[src/rtl/csr_pkg.sv]
// Shared definitions for the machine-mode counter/scratch CSR bank:
// CSR addresses, funct3 encodings, mcountinhibit bit positions and the RMW helper.
package csr_pkg;

   localparam logic [11:0] CSR_MSCRATCH      = 12'h340;
   localparam logic [11:0] CSR_MCOUNTINHIBIT = 12'h320;
   localparam logic [11:0] CSR_MCYCLE        = 12'hB00;
   localparam logic [11:0] CSR_MCYCLEH       = 12'hB80;
   localparam logic [11:0] CSR_MINSTRET      = 12'hB02;
   localparam logic [11:0] CSR_MINSTRETH     = 12'hB82;
   localparam logic [11:0] CSR_CYCLE         = 12'hC00;
   localparam logic [11:0] CSR_CYCLEH        = 12'hC80;
   localparam logic [11:0] CSR_INSTRET       = 12'hC02;
   localparam logic [11:0] CSR_INSTRETH      = 12'hC82;

   localparam int MCI_CY = 0;
   localparam int MCI_IR = 2;

   typedef enum logic [2:0] {
      F3_RW  = 3'b001,
      F3_RS  = 3'b010,
      F3_RC  = 3'b011,
      F3_RWI = 3'b101,
      F3_RSI = 3'b110,
      F3_RCI = 3'b111
   } csr_funct3_e;

   typedef enum logic [1:0] {
      RMW_NONE = 2'b00,
      RMW_RW   = 2'b01,
      RMW_RS   = 2'b10,
      RMW_RC   = 2'b11
   } csr_rmw_e;

   function automatic logic [31:0] csr_rmw(input csr_rmw_e op,
                                           input logic [31:0] old_val,
                                           input logic [31:0] operand);
      logic [31:0] result;
      case (op)
         RMW_RW:  result = operand;
         RMW_RS:  result = old_val | operand;
         RMW_RC:  result = old_val & ~operand;
         default: result = old_val;
      endcase
      return result;
   endfunction

endpackage

[src/rtl/csr_counter_rw_if.sv]
// Write-back side CSR access bus: operation, address and operand in; read data and
// illegal flag out. The master drives the access, the slave is the CSR bank.
interface csr_counter_rw_if;
   logic [11:0] csr_addr_in;
   logic [2:0]  csr_op_in;
   logic        wr_en_in;
   logic [31:0] pre_data_in;
   logic        instret_inc_in;
   logic [31:0] rd_data_out;
   logic        illegal_csr_out;

   modport master (
      output csr_addr_in,
      output csr_op_in,
      output wr_en_in,
      output pre_data_in,
      output instret_inc_in,
      input  rd_data_out,
      input  illegal_csr_out
   );

   modport slave (
      input  csr_addr_in,
      input  csr_op_in,
      input  wr_en_in,
      input  pre_data_in,
      input  instret_inc_in,
      output rd_data_out,
      output illegal_csr_out
   );
endinterface

[src/rtl/csr_counter64.sv]
// 64-bit free-running counter with independently writable 32-bit halves.
// A write to either half takes precedence over the increment for that cycle.
module csr_counter64 (
   input  logic        clk_in,
   input  logic        rst_in,
   input  logic        inc_in,
   input  logic        wr_lo_in,
   input  logic        wr_hi_in,
   input  logic [31:0] wdata_in,
   output logic [63:0] count_out
);

   logic [31:0] lo_q;
   logic [31:0] hi_q;
   logic [32:0] lo_sum;

   // Carry out of the low half feeds the high half; all-ones wraps to zero.
   assign lo_sum = {1'b0, lo_q} + 33'd1;

   always_ff @(posedge clk_in) begin
      if (rst_in) begin
         lo_q <= '0;
         hi_q <= '0;
      end else if (wr_lo_in || wr_hi_in) begin
         if (wr_lo_in) lo_q <= wdata_in;
         if (wr_hi_in) hi_q <= wdata_in;
      end else if (inc_in) begin
         lo_q <= lo_sum[31:0];
         hi_q <= hi_q + {31'b0, lo_sum[32]};
      end
   end

   assign count_out = {hi_q, lo_q};

endmodule

[src/rtl/csr_counter_rw.sv]
// Machine-mode scratch, counter-inhibit and mcycle/minstret CSR bank: applies
// CSRRW/RS/RC to the selected register and returns the pre-write value.
module csr_counter_rw
   import csr_pkg::*;
(
   input  logic            clk_in,
   input  logic            rst_in,
   csr_counter_rw_if.slave csr
);

   logic [31:0] mscratch_q;
   logic        inh_cy_q;
   logic        inh_ir_q;
   logic [63:0] mcycle;
   logic [63:0] minstret;

   csr_rmw_e    rmw_op;
   logic        write_intent;
   logic        mapped;
   logic        writable;
   logic        read_only;
   logic [31:0] rd_val;
   logic [31:0] new_val;
   logic        commit;

   logic        wr_mscratch;
   logic        wr_minhibit;
   logic        wr_mcycle_lo;
   logic        wr_mcycle_hi;
   logic        wr_minstret_lo;
   logic        wr_minstret_hi;

   // funct3 values outside the six CSR encodings carry no write intent.
   always_comb begin
      rmw_op = RMW_NONE;
      case (csr.csr_op_in)
         F3_RW, F3_RWI: rmw_op = RMW_RW;
         F3_RS, F3_RSI: rmw_op = RMW_RS;
         F3_RC, F3_RCI: rmw_op = RMW_RC;
         default:       rmw_op = RMW_NONE;
      endcase
   end

   // Set/clear with a zero operand is a pure read with no side effect.
   assign write_intent = (rmw_op == RMW_RW) ||
                         (((rmw_op == RMW_RS) || (rmw_op == RMW_RC)) &&
                          (csr.pre_data_in != '0));

   always_comb begin
      rd_val    = '0;
      mapped    = 1'b1;
      writable  = 1'b0;
      read_only = 1'b0;
      case (csr.csr_addr_in)
         CSR_MSCRATCH: begin
            rd_val   = mscratch_q;
            writable = 1'b1;
         end
         CSR_MCOUNTINHIBIT: begin
            rd_val           = '0;
            rd_val[MCI_CY]   = inh_cy_q;
            rd_val[MCI_IR]   = inh_ir_q;
            writable         = 1'b1;
         end
         CSR_MCYCLE: begin
            rd_val   = mcycle[31:0];
            writable = 1'b1;
         end
         CSR_MCYCLEH: begin
            rd_val   = mcycle[63:32];
            writable = 1'b1;
         end
         CSR_MINSTRET: begin
            rd_val   = minstret[31:0];
            writable = 1'b1;
         end
         CSR_MINSTRETH: begin
            rd_val   = minstret[63:32];
            writable = 1'b1;
         end
         CSR_CYCLE: begin
            rd_val    = mcycle[31:0];
            read_only = 1'b1;
         end
         CSR_CYCLEH: begin
            rd_val    = mcycle[63:32];
            read_only = 1'b1;
         end
         CSR_INSTRET: begin
            rd_val    = minstret[31:0];
            read_only = 1'b1;
         end
         CSR_INSTRETH: begin
            rd_val    = minstret[63:32];
            read_only = 1'b1;
         end
         default: mapped = 1'b0;
      endcase
   end

   assign new_val = csr_rmw(rmw_op, rd_val, csr.pre_data_in);
   assign commit  = csr.wr_en_in && writable && write_intent;

   assign wr_mscratch    = commit && (csr.csr_addr_in == CSR_MSCRATCH);
   assign wr_minhibit    = commit && (csr.csr_addr_in == CSR_MCOUNTINHIBIT);
   assign wr_mcycle_lo   = commit && (csr.csr_addr_in == CSR_MCYCLE);
   assign wr_mcycle_hi   = commit && (csr.csr_addr_in == CSR_MCYCLEH);
   assign wr_minstret_lo = commit && (csr.csr_addr_in == CSR_MINSTRET);
   assign wr_minstret_hi = commit && (csr.csr_addr_in == CSR_MINSTRETH);

   assign csr.illegal_csr_out = csr.wr_en_in && (!mapped || (read_only && write_intent));
   assign csr.rd_data_out     = rst_in ? '0 : rd_val;

   always_ff @(posedge clk_in) begin
      if (rst_in) begin
         mscratch_q <= '0;
         inh_cy_q   <= 1'b0;
         inh_ir_q   <= 1'b0;
      end else begin
         if (wr_mscratch) mscratch_q <= new_val;
         if (wr_minhibit) begin
            inh_cy_q <= new_val[MCI_CY];
            inh_ir_q <= new_val[MCI_IR];
         end
      end
   end

   // Increments see the inhibit bits as they stand before this cycle's write.
   csr_counter64 u_mcycle (
      .clk_in    (clk_in),
      .rst_in    (rst_in),
      .inc_in    (!inh_cy_q),
      .wr_lo_in  (wr_mcycle_lo),
      .wr_hi_in  (wr_mcycle_hi),
      .wdata_in  (new_val),
      .count_out (mcycle)
   );

   csr_counter64 u_minstret (
      .clk_in    (clk_in),
      .rst_in    (rst_in),
      .inc_in    (csr.instret_inc_in && !inh_ir_q),
      .wr_lo_in  (wr_minstret_lo),
      .wr_hi_in  (wr_minstret_hi),
      .wdata_in  (new_val),
      .count_out (minstret)
   );

endmodule

[src/flat_wrapper.sv]
// flat-port wrapper written by rule: the top's interface ports become plain ports
module csr_counter_rw_flat import csr_pkg::*;
  (clk_in, rst_in, csr_csr_addr_in, csr_csr_op_in, csr_wr_en_in, csr_pre_data_in, csr_instret_inc_in, csr_rd_data_out, csr_illegal_csr_out);
  csr_counter_rw_if csr_i ();
  input  logic clk_in;
  input  logic rst_in;
  input wire logic [$bits(csr_i.csr_addr_in)-1:0] csr_csr_addr_in;
  input wire logic [$bits(csr_i.csr_op_in)-1:0] csr_csr_op_in;
  input wire logic [$bits(csr_i.wr_en_in)-1:0] csr_wr_en_in;
  input wire logic [$bits(csr_i.pre_data_in)-1:0] csr_pre_data_in;
  input wire logic [$bits(csr_i.instret_inc_in)-1:0] csr_instret_inc_in;
  output wire logic [$bits(csr_i.rd_data_out)-1:0] csr_rd_data_out;
  output wire logic [$bits(csr_i.illegal_csr_out)-1:0] csr_illegal_csr_out;
  assign csr_i.csr_addr_in = csr_csr_addr_in;
  assign csr_i.csr_op_in = csr_csr_op_in;
  assign csr_i.wr_en_in = csr_wr_en_in;
  assign csr_i.pre_data_in = csr_pre_data_in;
  assign csr_i.instret_inc_in = csr_instret_inc_in;
  assign csr_rd_data_out = csr_i.rd_data_out;
  assign csr_illegal_csr_out = csr_i.illegal_csr_out;
  csr_counter_rw u_core (.clk_in(clk_in), .rst_in(rst_in), .csr(csr_i));
endmodule
[config.mk]
export PLATFORM = sky130hd
export DESIGN_NAME = csr_counter_rw_flat
export DESIGN_NICKNAME = d
export VERILOG_FILES = /design/src/rtl/csr_pkg.sv /design/src/rtl/csr_counter_rw_if.sv /design/src/rtl/csr_counter64.sv /design/src/rtl/csr_counter_rw.sv /design/src/flat_wrapper.sv
export SDC_FILE = /design/constraint.sdc
export NUM_CORES = 1
export LEC_CHECK = 0
export ABC_AREA = 1
export BUFFER_PORTS_ARGS = -buffer_cell sky130_fd_sc_hd__buf_4
export CORE_ASPECT_RATIO = 0.75
export CORE_MARGIN = 2
export CORE_UTILIZATION = 35
export DETAILED_ROUTE_END_ITERATION = 16
export SLEW_MARGIN = 0
export SYNTH_ARGS = -nofsm -noshare
export SYNTH_HDL_FRONTEND = slang
export SYNTH_SLANG_ARGS = --single-unit
[constraint.sdc]
create_clock -name clk_in -period 9.6 [get_ports clk_in]
set_clock_uncertainty 0.2 [all_clocks]
set_input_delay 1.92 -clock clk_in [delete_from_list [all_inputs] [get_ports clk_in]]
set_output_delay 1.92 -clock clk_in [all_outputs]
set_load 0.01 [all_outputs]
# Word-level counts from Yosys, hierarchy flattened
# Index checks and enable logic that the tools add are counted.
word_totals:
  register_bits: 162
  in_bits: 51
  output_inout_bits: 33
  word_cells: 92
classes:
  add_sub_neg: 4
  eq_ne: 24
  muxes: 19
  n_bitwise: 3
  reduce_logical: 35
op_table:
  columns: ["op", "n"]
  rows:
  - ["2-to-1 mux 32 bit", 13]
  - ["one-hot mux 32 bit (6 select lines)", 1]
  - ["equality test 12 bit, second input constant", 8]
  - ["one-hot mux 32 bit (3 select lines)", 1]
  - ["adder 32 x 1 -> 33 bit, second input constant", 2]
  - ["adder 32 x 1 -> 32 bit", 2]
  - ["AND 32 bit", 1]
  - ["NOT 32 bit", 1]
  - ["OR 32 bit", 1]
  - ["nonzero test 32 bit", 1]
  - ["equality test 12 x 10 -> 1 bit, second input constant", 2]
  - ["OR reduction 2 bit", 7]
  - ["logical AND 1 bit", 12]
  - ["inequality test 2 bit, second input constant", 5]
  - ["OR reduction 10 bit", 1]
  - ["equality test 3 bit, second input constant", 3]
  - ["AND reduction 2 bit", 4]
  - ["equality test 3 x 2 -> 1 bit, second input constant", 2]
  - ["one-hot mux 2 bit (3 select lines)", 1]
  - ["OR reduction 6 bit", 1]
  - ["logical OR 1 bit", 5]
  - ["equality test 2 bit, second input constant", 2]
  - ["OR reduction 4 bit", 1]
  - ["equality test 3 x 1 -> 1 bit, second input constant", 1]
  - ["4 further kinds", 7]

# Depth between registers and ports, before layout
logic_depth:
  ltp_word: 12
  mapped_depth: 23
  mapped_depth_nobuf: 23

# Modules after synthesis
# From an unflattened synthesis, not the netlist that was laid out.
unflattened:
  cells_unflattened: 2423
  area_unflattened_um2: 13320.3
modules_own_cells:
  columns: ["mod", "instances", "cells_each", "area_per_inst_um2", "seq_area_each_um2"]
  rows:
  - ["csr_counter64", 2, 769, 4504.3, 1281.2]
  - ["csr_counter_rw", 1, 885, 4311.6, 680.7]

# Least setup slack after synthesis
# Ideal clock, no wire load.
synth_timing:
  kind: "input port to output port"
  start: "input csr_csr_addr_in[3]"
  end: "output csr_rd_data_out[12]"
  arrival_time_ns: 3.072
  path_slack_ns: 4.408
  stages: 11
  path_buffers: 2
  cell_sequence: "nor2_1 -> nand2_1 -> nor2_1 -> o21ai_0 -> buf_2 -> buf_4 -> nor2_1 -> nor2_1 -> nand3b_1 -> inv_1 -> nor2_1"
synth_via:
  elab_chain_cells: 4
  elab_cells_between_ends: 16
  classes_between: "10 x eq/ne; 2 x mux; 4 x reduce/logical"
synth_rtl:
  columns: ["item", "line_no", "source"]
  rows:
  - ["start: declaration", "flat_wrapper.sv:7", "input wire logic [$bits(csr_i.csr_addr_in)-1:0] csr_csr_addr_in;"]
  - ["equality test 12 bit", "csr_counter_rw.sv:54", "case (csr.csr_addr_in)"]
  - ["OR reduction 2 bit (no source line)", null, null]
  - ["one-hot mux 32 bit (6 select lines) *", "csr_counter_rw.sv:54", null]
  - ["2-to-1 mux 32 bit *", "csr_counter_rw.sv:112", "assign csr.rd_data_out = rst_in ? '0 : rd_val;"]
  - ["end: declaration", "flat_wrapper.sv:12", "output wire logic [$bits(csr_i.rd_data_out)-1:0] csr_rd_data_out;"]
# Every way passes the cells marked *; elsewhere a longest branch is shown, timed or not.

# Worst setup path after layout
layout_timing:
  start: "input csr_csr_addr_in[9]"
  end: "output csr_rd_data_out[19]"
# Same word-level chain as after synthesis.

==> run summary <==
Cells and area
* area delta synth->final: 10.8%
* ant diodes: 0
* final-stage net count: 2538
* fraction of final layout cells with drive strength greater than 1: 6.70%
* post-layout instance count excluding filler cells: 3006
* Util after Layout: 39.1%
* total of fill cells in the finished design: 4220
* area taken by flip-flops and latches: 3240 sq um
* area of the multi-input gates: 8700 sq um

Worst setup path
* list of cells traversed by the critical path: buf_4, nand2_1, nor2_4, o21ai_2, clkinv_1, nand2_1, a31oi_1, buf_4
* Top Family by Delay on Critical Path: buffers and inverters
* category of the worst setup path launch point: input pin
* buffer and inverter count on the worst path: 3
* critical path type: input pin to primary output
* Max stage delay on crit path: 0.80 ns
* depth of the worst register-to-register path: 20
* Critical Path Slowest Stage Cell: sky130_fd_sc_hd__clkinv_1
* stages on the worst setup path: 8
* Worst Setup End Kind: primary output
* CP required: 7.48 ns
* crit-path max FO: 23
* worst path arrival time: 4.58 ns

Floorplan
* area enclosed by the die boundary: 39900 sq um
* total core area: 38000 sq um
* Die Height: 173 microns
* initial standard-cell utilization of the core: 35.2%
* site row count: 62
* die extent in x: 230 microns
* number of top-level design ports: 84

Place
* gpl congestion: 1.01
* setup slack at placement: 3.04 ns
* DP HPWL: 42500 microns
* count of input and output buffers: 82
* number of placed instances with taps included: 2974

Yosys
* cells taking the most area after synthesis: sky130_fd_sc_hd__dfxtp_1 (24%), sky130_fd_sc_hd__nand2_1 (19%), sky130_fd_sc_hd__nor2_1 (19%), sky130_fd_sc_hd__nand3_1 (9.2%), sky130_fd_sc_hd__inv_1 (6.7%)
* Synthesized Nets: 2523
* number of flops mapped to enable cells by yosys: 0
* cell accounting for the most synthesized area: sky130_fd_sc_hd__dfxtp_1
* Top FF cell, synth: sky130_fd_sc_hd__dfxtp_1
* flops & latches, synth: 162
* ys async rst share: 0%
* Mapped Area: 13400 sq um
* proportion of synthesized chip area in sequential cells: 24.2%
* proportion of netlist area held by the largest area contributor: 24.2%
* Synthesis Warnings: 0
* gate count of the mapped netlist: 2466
* count of distinct cell types in the synthesized netlist: 39
* mean instance size in the synthesized netlist: 5.43 sq um

Routing
* sum of routed wire length over all layers: 56500 microns
* detailed-route wire length per cell: 18.8 microns
* DR iter-0 viols: 2424
* vias after detailed routing: 16.0k
* average via count per standard cell: 5.32
* DRC violations left: 0
* number of iterations in the first detailed-routing pass: 8
* Routed Antenna Nets: 0

Clocking
* total number of clock tree sinks: 162
* number of H-tree levels: 4
* number of buffers inserted for hold repair after clock tree synthesis: 0
* buffers from clock root to sink, at most: 2
* clock transition time at the flip-flop clock pins of the worst setup and hold paths: 0.07 ns
* root buffer cell: sky130_fd_sc_hd__clkbuf_16
* number of buffers inserted during clock tree synthesis: 17
* Worst-Skew Late Latency: 0.47 ns
* clock tree from TritonCTS: built
* Post CTS Setup Buffer Count: 0
* total of cells resized after clock tree synthesis: 0

STA
* count of pins over their slew limit: 0
* max frequency: 0.149 GHz
* setup repair after global routing missed its margin: no
* slew margin rel.: 11.0%
* share of the clock period used by the worst path: 69.8%
* Setup TNS Final: 0 ns
* setup-violating endpoint count in the final report: 0
* clock period minus worst slack: 6.70 ns
* final setup slack of the worst path: 2.90 ns
* Worst Max-Slew Pin Slew: 1.32 ns
* final hold violation count: 0

Hold path
* class of the tightest hold or removal check: flip-flop to flip-flop
* hold-critical path depth: 2

Global routing
* combined global-route utilization of all metal layers: 27.9%
* initial antenna violation count: 0
* global-route wire length before repair: 85200 microns
* sum of overflow across all layers after global routing: 0
* number of global-route vias before repair: 14.5k
* pin count of the biggest net entering global routing: 75

Job
* max-cap viol count: 0

Power
* net switching power figure: 0.471 mW
* P_leak: 6.83 nW
* worst voltage drop across the vdd grid: 138 uV
* Int Power: 1.15 mW
* switching portion of total power: 29.0%
* share of total power in combinational logic: 11.9%
* Clk pwr share: 44.3%
* sequential cell fraction of total power: 43.8%
* power density over the cells: 109 nW/um^2

Run status
* status: complete, no violations

[cells in the final DEF, fill, tap and decap left out, types with 5 or more instances in the layout]
| master | count |
|---|---|
| sky130_fd_sc_hd__nand4_1 | 40 |
| sky130_fd_sc_hd__nand2_1 | 681 |
| sky130_fd_sc_hd__clkbuf_16 | 17 |
| sky130_fd_sc_hd__nor2_1 | 661 |
| sky130_fd_sc_hd__xor2_1 | 70 |
| sky130_fd_sc_hd__nor2_2 | 5 |
| sky130_fd_sc_hd__a21boi_1 | 5 |
| sky130_fd_sc_hd__buf_4 | 101 |
| sky130_fd_sc_hd__nand2_4 | 5 |
| sky130_fd_sc_hd__a21oi_1 | 23 |
| sky130_fd_sc_hd__o21ai_0 | 86 |
| sky130_fd_sc_hd__nand3_1 | 246 |
| sky130_fd_sc_hd__inv_2 | 6 |
| sky130_fd_sc_hd__dfxtp_1 | 162 |
| sky130_fd_sc_hd__inv_1 | 238 |
| sky130_fd_sc_hd__nor3_1 | 54 |
| sky130_fd_sc_hd__nor4_1 | 7 |
| sky130_fd_sc_hd__a31oi_1 | 28 |
| sky130_fd_sc_hd__ha_1 | 6 |
| sky130_fd_sc_hd__nand3b_1 | 6 |
[worst min-delay path, cell delays in order, from the launching register on]
cell	delay [ns]
sky130_fd_sc_hd__dfxtp_1	0.32
sky130_fd_sc_hd__o21ai_0	0.08
sky130_fd_sc_hd__nor2_1	0.08
[state kept, by name (all words and copies together) (netlist names)]
name	cells
u_core.u_minstret.lo_q	32
u_core.mscratch_q	32
u_core.u_minstret.hi_q	32
u_core.inh_cy_q	1
u_core.u_mcycle.lo_q	32
u_core.inh_ir_q	1
u_core.u_mcycle.hi_q	32
[through the flow]
step	cell area, sq um	hold WS (ns)	power (mW)
6_report	14800	0.320	1.62
5_1_grt	14800	0.351	1.68
4_1_cts	14800	0.317	1.62
3_5_place_dp	14300	0.298	0.914
3_3_place_gp	14300	0.292	0.910
2_1_floorplan	13400	0.275	0.849
[final cells by class]
cell class                      instances  share of cell area [%]
Multi-Input combinational cell       1953                    58.6
Tap cell                              512                    4.32
Timing Repair Buffer                  101                    5.11
Inverter                              246                    6.24
Sequential cell                       162                    21.8
Clock inverter                          9                   0.716
Clock buffer                           23                    3.15
[kinds of logic (layout without fill, tap and decap cells)]
| kind of cell | after synthesis | count (layout) | synth area share (%) |
|---|---|---|---|
| and+or+nand+nor | 1724 | 1724 | 53.5 |
| DFF | 162 | 162 | 24.2 |
| xor gates and xnor gates | 70 | 70 | 4.58 |
| buffers and inverters | 351 | 379 | 10.9 |
| adders and majority gates | 6 | 6 | 0.560 |
| AOI/OAI and AO/OA | 153 | 153 | 6.21 |
[cells in the mapped netlist (3+ instances only)]
master	number
sky130_fd_sc_hd__nand3_1	246
sky130_fd_sc_hd__ha_1	6
sky130_fd_sc_hd__nand4_2	4
sky130_fd_sc_hd__nor3_1	54
sky130_fd_sc_hd__a21oi_1	23
sky130_fd_sc_hd__o21ai_1	3
sky130_fd_sc_hd__nor4_1	7
sky130_fd_sc_hd__nand3_2	3
sky130_fd_sc_hd__inv_1	238
sky130_fd_sc_hd__nor2_1	661
sky130_fd_sc_hd__buf_1	13
sky130_fd_sc_hd__dfxtp_1	162
sky130_fd_sc_hd__xor2_1	70
sky130_fd_sc_hd__buf_4	20
sky130_fd_sc_hd__o21ai_0	88
sky130_fd_sc_hd__nand2_4	5
sky130_fd_sc_hd__a31oi_1	28
sky130_fd_sc_hd__nand2_2	4
sky130_fd_sc_hd__nand2_1	681
sky130_fd_sc_hd__nand4_1	40
sky130_fd_sc_hd__buf_2	22
sky130_fd_sc_hd__buf_6	6
sky130_fd_sc_hd__nor2_2	5
sky130_fd_sc_hd__clkbuf_1	44
sky130_fd_sc_hd__a21boi_1	5
sky130_fd_sc_hd__inv_2	7
sky130_fd_sc_hd__nand3b_1	6
[power by group through the flow]
stage          clock, mW  sequential [mW]  combinational (mW)
2_1_floorplan          0            0.718               0.130
3_3_place_gp           0            0.725               0.185
3_5_place_dp           0            0.725               0.189
4_1_cts            0.722            0.710               0.190
5_1_grt            0.750            0.713               0.216
6_report           0.718            0.711               0.193
[final timing paths]
path / from / end / slack, ns
hold reg to reg: u_core.mscratch_q[23] / u_core.mscratch_q[23] / 0.32
setup reg to reg: u_core.u_mcycle.lo_q[0] / u_core.u_mcycle.hi_q[21] / 3.87
hold / removal: u_core.mscratch_q[23] / u_core.mscratch_q[23] / 0.32
setup / recovery: csr_csr_addr_in[9] / csr_rd_data_out[19] / 2.90
[per-layer routing]
layer,track usage (%),up-vias,share of wire [%]
met2,40.2,754,41
met5,0,-,0
met3,5.07,91,9.4
li1,-,7737,-
met1,40.6,7405,46
met4,11.3,0,3.6
Note: power is estimated with default switching activity, not from simulation.
